**src/rtl/sensor_scanner_pkg.sv**
```systemverilog
// sensor_scanner_pkg
//   Shared definitions for the sensor scanner: FSM state encoding, the number of
//   samples taken per channel and the majority-of-3 glitch filter.
package sensor_scanner_pkg;

  typedef enum logic [1:0] {
    IDLE,
    SETTLE,
    SAMPLE,
    DONE
  } state_t;

  localparam int SAMPLES_PER_CH = 3;

  function automatic logic majority3(input logic a, input logic b, input logic c);
    return (a & b) | (a & c) | (b & c);
  endfunction

endpackage

```
**src/rtl/sensor_scanner_if.sv**
```systemverilog
// sensor_scanner_if
//   Bundles the scanner's control, sense and result signals.
//   enable      scan request level (high = scan continuously)
//   sensor_in   shared sense line, already synchronous to clk
//   sensor_sel  one-hot channel select, zero when idle
//   sensors     last completed scan, bit i = channel i
//   scan_done   one-cycle pulse when sensors is updated
//   busy        high while a scan is in progress
//   modport master: the scanner itself; modport slave: the surrounding system.
interface sensor_scanner_if #(
  parameter int NUM_SENSORS = 4
);

  logic                   enable;
  logic                   sensor_in;
  logic [NUM_SENSORS-1:0] sensor_sel;
  logic [NUM_SENSORS-1:0] sensors;
  logic                   scan_done;
  logic                   busy;

  modport master (
    input  enable,
    input  sensor_in,
    output sensor_sel,
    output sensors,
    output scan_done,
    output busy
  );

  modport slave (
    output enable,
    output sensor_in,
    input  sensor_sel,
    input  sensors,
    input  scan_done,
    input  busy
  );

endinterface

```
**src/rtl/sensor_scanner_flex_counter.sv**
```systemverilog
// flex_counter
//   Free-running cycle counter that wraps to zero at a run-time selectable
//   rollover value.
//   clk, n_rst      clock and asynchronous active-low reset
//   clear           synchronous return to zero (wins over counting)
//   count_enable    advance the count this cycle
//   rollover_val    terminal count
//   rollover_flag   high while counting and the count sits at the terminal value
module flex_counter #(
  parameter int WIDTH = 2
) (
  input  logic             clk,
  input  logic             n_rst,
  input  logic             clear,
  input  logic             count_enable,
  input  logic [WIDTH-1:0] rollover_val,
  output logic             rollover_flag
);

  logic [WIDTH-1:0] count;

  always_ff @(posedge clk or negedge n_rst) begin
    if (!n_rst) begin
      count <= '0;
    end else if (clear) begin
      count <= '0;
    end else if (count_enable) begin
      if (count == rollover_val) begin
        count <= '0;
      end else begin
        count <= count + 1'b1;
      end
    end
  end

  assign rollover_flag = count_enable && (count == rollover_val);

endmodule

```
**src/rtl/sensor_scanner.sv**
```systemverilog
// sensor_scanner
//   Polls NUM_SENSORS channels over one shared sense line. Each channel is
//   selected, allowed to settle for SETTLE_CYCLES, then sampled three times; the
//   majority of the three samples becomes that channel's bit. A complete scan is
//   published on sensors together with a one-cycle scan_done pulse.
//   clk     system clock
//   n_rst   asynchronous active-low reset
//   bus     sensor_scanner_if master modport (enable, sensor_in, sensor_sel,
//           sensors, scan_done, busy)
module sensor_scanner
  import sensor_scanner_pkg::*;
#(
  parameter int NUM_SENSORS   = 4,
  parameter int SETTLE_CYCLES = 2
) (
  input  logic                clk,
  input  logic                n_rst,
  sensor_scanner_if.master    bus
);

  localparam int CHW     = (NUM_SENSORS > 1) ? $clog2(NUM_SENSORS) : 1;
  localparam int CNT_MAX = (SETTLE_CYCLES > SAMPLES_PER_CH) ? SETTLE_CYCLES : SAMPLES_PER_CH;
  localparam int CW      = $clog2(CNT_MAX);

  state_t                 state;
  logic [CHW-1:0]         ch;
  logic [1:0]             hist;
  logic [NUM_SENSORS-1:0] shadow;
  logic [NUM_SENSORS-1:0] shadow_next;
  logic [CW-1:0]          cnt_limit;
  logic                   cnt_wrap;
  logic                   cnt_run;
  logic                   new_bit;
  logic                   last_ch;

  // One counter serves both phases; its terminal value follows the state.
  assign cnt_run   = (state == SETTLE) || (state == SAMPLE);
  assign cnt_limit = (state == SAMPLE) ? CW'(SAMPLES_PER_CH - 1) : CW'(SETTLE_CYCLES - 1);

  flex_counter #(
    .WIDTH(CW)
  ) u_cycle_cnt (
    .clk           (clk),
    .n_rst         (n_rst),
    .clear         (!bus.enable),
    .count_enable  (cnt_run),
    .rollover_val  (cnt_limit),
    .rollover_flag (cnt_wrap)
  );

  // The third sample is taken straight from the line so the filtered bit is
  // ready in the same cycle as the last sample.
  assign new_bit = majority3(hist[1], hist[0], bus.sensor_in);
  assign last_ch = (ch == CHW'(NUM_SENSORS - 1));

  always_comb begin
    shadow_next     = shadow;
    shadow_next[ch] = new_bit;
  end

  always_ff @(posedge clk or negedge n_rst) begin
    if (!n_rst) begin
      state          <= IDLE;
      ch             <= '0;
      hist           <= '0;
      shadow         <= '0;
      bus.sensor_sel <= '0;
      bus.sensors    <= '0;
      bus.scan_done  <= 1'b0;
      bus.busy       <= 1'b0;
    end else begin
      bus.scan_done <= 1'b0;
      unique case (state)
        IDLE: begin
          if (bus.enable) begin
            state          <= SETTLE;
            ch             <= '0;
            bus.sensor_sel <= NUM_SENSORS'(1);
            bus.busy       <= 1'b1;
          end
        end

        SETTLE: begin
          if (!bus.enable) begin
            state          <= IDLE;
            ch             <= '0;
            shadow         <= '0;
            bus.sensor_sel <= '0;
            bus.busy       <= 1'b0;
          end else if (cnt_wrap) begin
            state <= SAMPLE;
          end
        end

        SAMPLE: begin
          if (!bus.enable) begin
            state          <= IDLE;
            ch             <= '0;
            shadow         <= '0;
            bus.sensor_sel <= '0;
            bus.busy       <= 1'b0;
          end else begin
            hist <= {hist[0], bus.sensor_in};
            if (cnt_wrap) begin
              shadow <= shadow_next;
              if (last_ch) begin
                // Publish the whole vector at once, including the bit just filtered.
                state          <= DONE;
                bus.sensors    <= shadow_next;
                bus.scan_done  <= 1'b1;
                bus.sensor_sel <= '0;
              end else begin
                state          <= SETTLE;
                ch             <= ch + 1'b1;
                bus.sensor_sel <= bus.sensor_sel << 1;
              end
            end
          end
        end

        DONE: begin
          if (bus.enable) begin
            state          <= SETTLE;
            ch             <= '0;
            bus.sensor_sel <= NUM_SENSORS'(1);
          end else begin
            state    <= IDLE;
            bus.busy <= 1'b0;
          end
        end

        default: begin
          state <= IDLE;
        end
      endcase
    end
  end

endmodule

```
**src/flat_wrapper.sv**
```systemverilog
// flat-port wrapper written by rule: the top's interface ports become plain ports
module sensor_scanner_flat import sensor_scanner_pkg::*;
#(
  parameter int NUM_SENSORS   = 4,
  parameter int SETTLE_CYCLES = 2
)
  (clk, n_rst, bus_enable, bus_sensor_in, bus_sensor_sel, bus_sensors, bus_scan_done, bus_busy);
  sensor_scanner_if #(.NUM_SENSORS(NUM_SENSORS)) bus_i ();
  input  logic clk;
  input  logic n_rst;
  input wire logic [$bits(bus_i.enable)-1:0] bus_enable;
  input wire logic [$bits(bus_i.sensor_in)-1:0] bus_sensor_in;
  output wire logic [$bits(bus_i.sensor_sel)-1:0] bus_sensor_sel;
  output wire logic [$bits(bus_i.sensors)-1:0] bus_sensors;
  output wire logic [$bits(bus_i.scan_done)-1:0] bus_scan_done;
  output wire logic [$bits(bus_i.busy)-1:0] bus_busy;
  assign bus_i.enable = bus_enable;
  assign bus_i.sensor_in = bus_sensor_in;
  assign bus_sensor_sel = bus_i.sensor_sel;
  assign bus_sensors = bus_i.sensors;
  assign bus_scan_done = bus_i.scan_done;
  assign bus_busy = bus_i.busy;
  sensor_scanner #(.NUM_SENSORS(NUM_SENSORS), .SETTLE_CYCLES(SETTLE_CYCLES)) u_core (.clk(clk), .n_rst(n_rst), .bus(bus_i));
endmodule
```
**config.mk**
```make
export PLATFORM = sky130hd
export DESIGN_NAME = sensor_scanner_flat
export DESIGN_NICKNAME = d
export VERILOG_FILES = /design/src/rtl/sensor_scanner_pkg.sv /design/src/rtl/sensor_scanner_if.sv /design/src/rtl/sensor_scanner_flex_counter.sv /design/src/rtl/sensor_scanner.sv /design/src/flat_wrapper.sv
export SDC_FILE = /design/constraint.sdc
export NUM_CORES = 1
export LEC_CHECK = 0
export ABC_AREA = 1
export CAP_MARGIN = 20
export CORE_MARGIN = 2
export CORE_UTILIZATION = 35
export DETAILED_ROUTE_END_ITERATION = 16
export PLACE_DENSITY = 0.52
export SYNTH_ARGS = -nofsm -noshare
export SYNTH_HDL_FRONTEND = slang
export SYNTH_HIERARCHICAL = 1
export SYNTH_SLANG_ARGS = --single-unit
```
**constraint.sdc**
```tcl
create_clock -name clk -period 1.7 [get_ports clk]
set_input_delay 0.34 -clock clk [delete_from_list [all_inputs] [get_ports clk]]
set_output_delay 0.34 -clock clk [all_outputs]
set_load 0.005 [all_outputs]
```
; Word-level counts from Yosys, hierarchy flattened
; Index checks and enable logic that the tools add are counted.
[op_classes]
addsub = 2
n_mul = 0
div_mod_pow = 0
order_cmp = 2
n_eq_ne = 13
shifts = 0
n_mux = 37
bitwise_logic = 5
n_reduce_logical = 14
[ops]
columns = cell, n
row1 = $mux 2, 15
row2 = $mux 4, 7
row3 = $pmux 4 s3, 1
row4 = $reduce_and 3->1, 3
row5 = $mux 1, 8
row6 = $pmux 2 s4, 1
row7 = $pmux 4 s2, 1
row8 = $reduce_and 4->1, 2
row9 = $eq 2x2->1 const B, 3
row10 = $ne 2x2->1 const B, 3
row11 = $ne 3x2->1 const B, 2
row12 = $pmux 2 s3, 1
row13 = $add 2x1->2 const B, 2
row14 = $bwmux 4, 1
row15 = $ne 2x1->1 const B, 2
row16 = $reduce_and 2->1, 2
row17 = $and 1x1->1, 3
row18 = $lt 2x3->1 const B, 1
row19 = $ne 3x3->1 const B, 1
row20 = $reduce_or 3->1, 1
row21 = $demux 1 s2, 1
row22 = $eq 2x1->1 const B, 1
row23 = $eq 2x2->1, 1
row24 = $ge 2x1->1 const B, 1
row25 = 7 further kinds, 9
[totals]
regBits = 22
latchBits = 0
ramBits = 0
romBits = 0
in_bits = 4
out_inout_bits = 10
memories = 0

; Depth between registers and ports, before layout
[logic_depth]
word_depth = 8
mapped_depth = 14

; Modules after synthesis
; The synthesis kept the hierarchy.
[by_module_without_submodules]
columns = module, instances, cells_each, area_each_um2, seq_area_each_um2
row1 = sensor_scanner, 1, 140, 1084.8, 500.5
row2 = flex_counter, 1, 23, 140.1, 50.0

; Worst setup path before layout
; OpenSTA, ideal clock, no wires.
[synth_timing]
path_kind = reg2reg
startpoint = reg u_core.state[0]
endpoint = reg u_core.ch[0]
setup_time_ns = 0.123
arrival_ns = 1.609
path_slack_ns = -0.032
stages_incl_launch_ff = 14
path_buffers = 0
period_less_slack_ns = 1.732
cell_sequence = dfrtp_1 > inv_1 > ha_1 > inv_1 > inv_1 > nand2_1 > nand2_1 > nand2_2 > nor2_1 > inv_1 > nand3_1 > nand2_1 > o21ai_0 > nand2_1
[synth_between]
elab_chain_cells = 6
word_cells_on_any_way = 15
[synth_lines]
columns = element, line
row1 = from (decl), sensor_scanner.sv:25  ; state_t state;
row2 = from (signal assigned), sensor_scanner.sv:63  ; state <= IDLE;
row3 = from (signal assigned), sensor_scanner.sv:76  ; state <= SETTLE;
row4 = from (signal assigned), sensor_scanner.sv:85  ; state <= IDLE;
row5 = $eq 2x2->1, sensor_scanner.sv:38  ; assign cnt_limit = (state == SAMPLE) ? CW'(SAMPLES_PER_CH - 1) : CW'(SETTLE_CYCLES - 1);
row6 = $mux 2, sensor_scanner.sv:38
row7 = via u_core.cnt_limit[1], sensor_scanner.sv:30  ; logic [CW-1:0] cnt_limit;
row8 = $eq 2x2->1, sensor_scanner_flex_counter.sv:36  ; assign rollover_flag = count_enable && (count == rollover_val);
row9 = $logic_and 1x1->1, sensor_scanner_flex_counter.sv:36
row10 = via u_core.cnt_wrap, sensor_scanner.sv:31  ; logic cnt_wrap;
row11 = $ne 3x2->1 (no line), -
row12 = $reduce_and 4->1 (no line), -
row13 = to (signal assigned), sensor_scanner.sv:114  ; ch <= ch + 1'b1;
row14 = to (decl), sensor_scanner.sv:26  ; logic [CHW-1:0] ch;
; The timed path passes the listed nets, and every way through them passes these cells.
; A chain may end at the register's enable or synchronous reset.

; Final worst setup path
[layout_timing]
startpoint = reg u_core.state[1]
endpoint = reg u_core.state[0]
[layout_between]
elab_chain_cells = 6
word_cells_on_any_way = 13
[layout_lines]
columns = element, line
row1 = $eq 2x2->1 (*), sensor_scanner.sv:38
row2 = $mux 2 (*), sensor_scanner.sv:38
row3 = via u_core.cnt_limit[1], sensor_scanner.sv:30
row4 = $eq 2x2->1 (*), sensor_scanner_flex_counter.sv:36
row5 = $logic_and 1x1->1 (*), sensor_scanner_flex_counter.sv:36
row6 = via u_core.cnt_wrap, sensor_scanner.sv:31
row7 = $ne 3x2->1 (no line), -
row8 = $reduce_and 3->1 (no line) (*), -
; Mark *: on every way through the listed nets, which the timed path passes. The rest lies on a longest branch.

==> flow_summary.ini <==
[outcome]
status = finished, final reports clean

[sta]
fin_crit_sh_pct = 97.8
relSlewSlack_pct = 70.9
fin_setup_tns_ps = 0
min_period_ps = 1660
setup-violations-final = 0
postLayoutSetupSlackWorst_ps = 38.2
fmaxAchievable_mhz = 602
drv_slew = 0
finalHoldViolCount = 0
rsz0062_at_grt = true
final.setup_skew_ps = 4.24
tightest_slew_ps = 435

[placement]
dpl_cell_area_um2 = 1520
gp_congestion = 0.781
pre_cts_ws_ps = -43.4
hpwlAfterDp_um = 1950
numPortBuffers = 13

[final_layout]
drive_gt1_share_pct = 20.3
regArea_um2 = 551
nets = 211
final_area_um2 = 1650
diodes = 0
area_growth_pct = 34.9
multi_input_area_um2 = 639
final_common_cell = nand2_1
layout_common_cells = 65 x nand2_1, 22 x dfrtp_1, 19 x inv_1
fillers = 347

[detailed_routing]
ant_nets = 0
viasPerCell = 4.41
dr_total_vias = 1071
first_pass_iters = 4
routedWlPerCell_um = 10.3
wl_um = 2490
first_iter_violations = 46
drc = 0

[critical_path]
start_kind = register
rr_worst_depth = 13
required_ps = 1900
reg2reg_from = u_core/state[1]$_DFFE_PN0P_
path_buf_inv = 4
crit_chain = ha_4 -> buf_6 -> inv_2 -> nand2_1 -> nand2_1 -> nand2_2 -> nor2_4 -> inv_4 -> buf_6 -> nand3_4 -> nand2_2 -> nand2_1 -> nand2_1
cpPeakStageDelay_ps = 450
critPathArrivalTime_ps = 1860
ff2ff_setup_slack_ps = 40
endpoint_kind = register
cp_top_family = simple AND/OR/NAND/NOR gates
cp_slowest_cell = dfrtp_1
path_max_fanout = 3
crit_top_cell = nand2_1
r2r-end = u_core/state[0]$_DFFE_PN0P_
setup.worst_path.class = register to register

[floorplanning]
dieArea_um2 = 3990
die_w_um = 63.2
initial_utilization_pct = 36.7
coreArea_um2 = 3340
std_cell_rows = 21
die_h_um = 63.2
ios = 14

[grt]
grt_max_degree = 23
grt_pass1_wl_um = 4310
grtUsageTotal_pct = 13.6
antenna_found_initial = 0
grt_overflow = 0
grt_pass1_vias = 1033

[logic_synthesis]
synth_edf_count = 0
ys_types = 16
synth.top_cell.area_share_pct = 44.9
synth.net_count = 176
ys_seq_area_share_pct = 44.9
avgSynthCellArea_um2 = 7.51
synth_top_flop_cell = dfrtp_1
yosysTopAreaCell = dfrtp_1
synth_cells = 163
syn_area_um2 = 1220
ys_ff_latch = 22
yosysWarnings = 6
async_reset_ff_share_pct = 100
ys_top_cells_by_area = dfrtp_1 45%, nand2_1 21%, ha_1 9.2%

[power]
power_density_nw_per_um2 = 1320
power_frac_seq_pct = 31.7
p_comb_share_pct = 55.1
p_sw_uw = 891
p_int_mw = 1.29
swShare_pct = 40.8
clkPwrFrac_pct = 13.1
irDropWorstVdd_v = 0.000708
leakage_nw = 0.862
p_total_mw = 2.18

[clock_network]
cts_buffers = 3
clkTransAtPathRegs_ps = 120
clock_path_buffers = 2
ctsHoldBuffers = 0
cts.sinks = 22
clkLatencyLatePin_ps = 300
cts_root_buffer = clkbuf_4
cts_tree = done
htreeDepth = 1

[job]
maxCapViolCount = 0

[hold_path]
min_path_type = primary input to asynchronous set/reset pin
==> per-stage QoR <==
step	utilization, %	cells	hold WS, ps
final	49.5	243	365
after detailed placement	45.4	236	465
after CTS	47.0	241	367
after global routing	49.5	243	376
after global placement	45.4	236	465
after floorplan	-	163	44.4
==> area by class of cell <==
class / instances / area share, %
Multi-Input combinational cell: 115 / 38.7
Timing Repair Buffer: 31 / 16.5
Tap cell: 46 / 3.48
Sequential cell: 22 / 33.3
Inverter: 25 / 5.83
Clock buffer: 4 / 2.20
==> logic make-up (layout without fill, tap and decap cells) <==
kind of cell / Yosys count / in the layout / share of synthesized area [%]
AND/OR/NAND/NOR: 92 / 92 / 31.6
buffers and inverters: 26 / 60 / 8.58
flip-flops: 22 / 22 / 44.9
AO/OA/AOI/OAI: 14 / 14 / 5.72
adder cells (fa/ha/maj): 9 / 9 / 9.19
==> worst max-delay path by stage <==
stage / from / to / slack, ps / depth (start not counted)
after floorplan: u_core/state[0]$_DFFE_PN0P_ / u_core/ch[0]$_DFFE_PN0P_ / 5 / 13
after global placement: bus_enable / u_core/u_cycle_cnt/count[1]$_DFFE_PN0P_ / 1 / 5
after detailed placement: u_core/state[0]$_DFFE_PN0P_ / u_core/state[0]$_DFFE_PN0P_ / -40 / 14
after CTS: u_core/state[0]$_DFFE_PN0P_ / u_core/bus.sensor_sel[2]$_DFFE_PN0P_ / 20 / 13
after global routing: u_core/state[1]$_DFFE_PN0P_ / u_core/state[0]$_DFFE_PN0P_ / -40 / 13
final: u_core/state[1]$_DFFE_PN0P_ / u_core/state[0]$_DFFE_PN0P_ / 40 / 13
==> registers in the layout, indices dropped and copies added (netlist names) <==
| register | count |
|---|---|
| u_core/state | 2 |
| u_core/shadow | 4 |
| u_core/hist | 2 |
| u_core/ch | 2 |
| u_core/bus.scan_done | 1 |
| u_core/u_cycle_cnt/count | 2 |
| u_core/bus.busy | 1 |
| u_core/bus.sensor_sel | 4 |
| u_core/bus.sensors | 4 |
==> synth_stat cells, types with 2 or more instances <==
cell type  number
dfrtp_1        22
inv_2           2
nand2_1        67
a21oi_1         3
inv_1          23
o21ai_0        11
ha_1            9
nor2_1          6
nand3_1        13
==> power groups by stage <==
stage	sequential [mW]	combinational, mW	clock (mW)
global placement	0.694	0.971	0
detailed placement	0.696	0.986	0
finish	0.693	1.20	0.286
floorplan	0.696	0.580	0
global route	0.709	1.34	0.332
CTS	0.685	1.03	0.302
==> repair_timing <==
action / CTS / global route
setup buffers: 1 / 2
setup endpoints to repair: 12 / 16
gates resized for setup: 3 / 20
pin swaps: 0 / 8
cloned: 0 / 0
==> metal layers <==
layer  vias to the layer above  GRT usage (%)  routed length [um]
met5                         -              0                   0
met4                         0           5.00                  19
met3                         2           1.79                  48
met2                        11           24.1                1240
met1                       490           16.7                1190
li1                        568              -                   -
No activity file was read; power rests on OpenSTA's default activity.
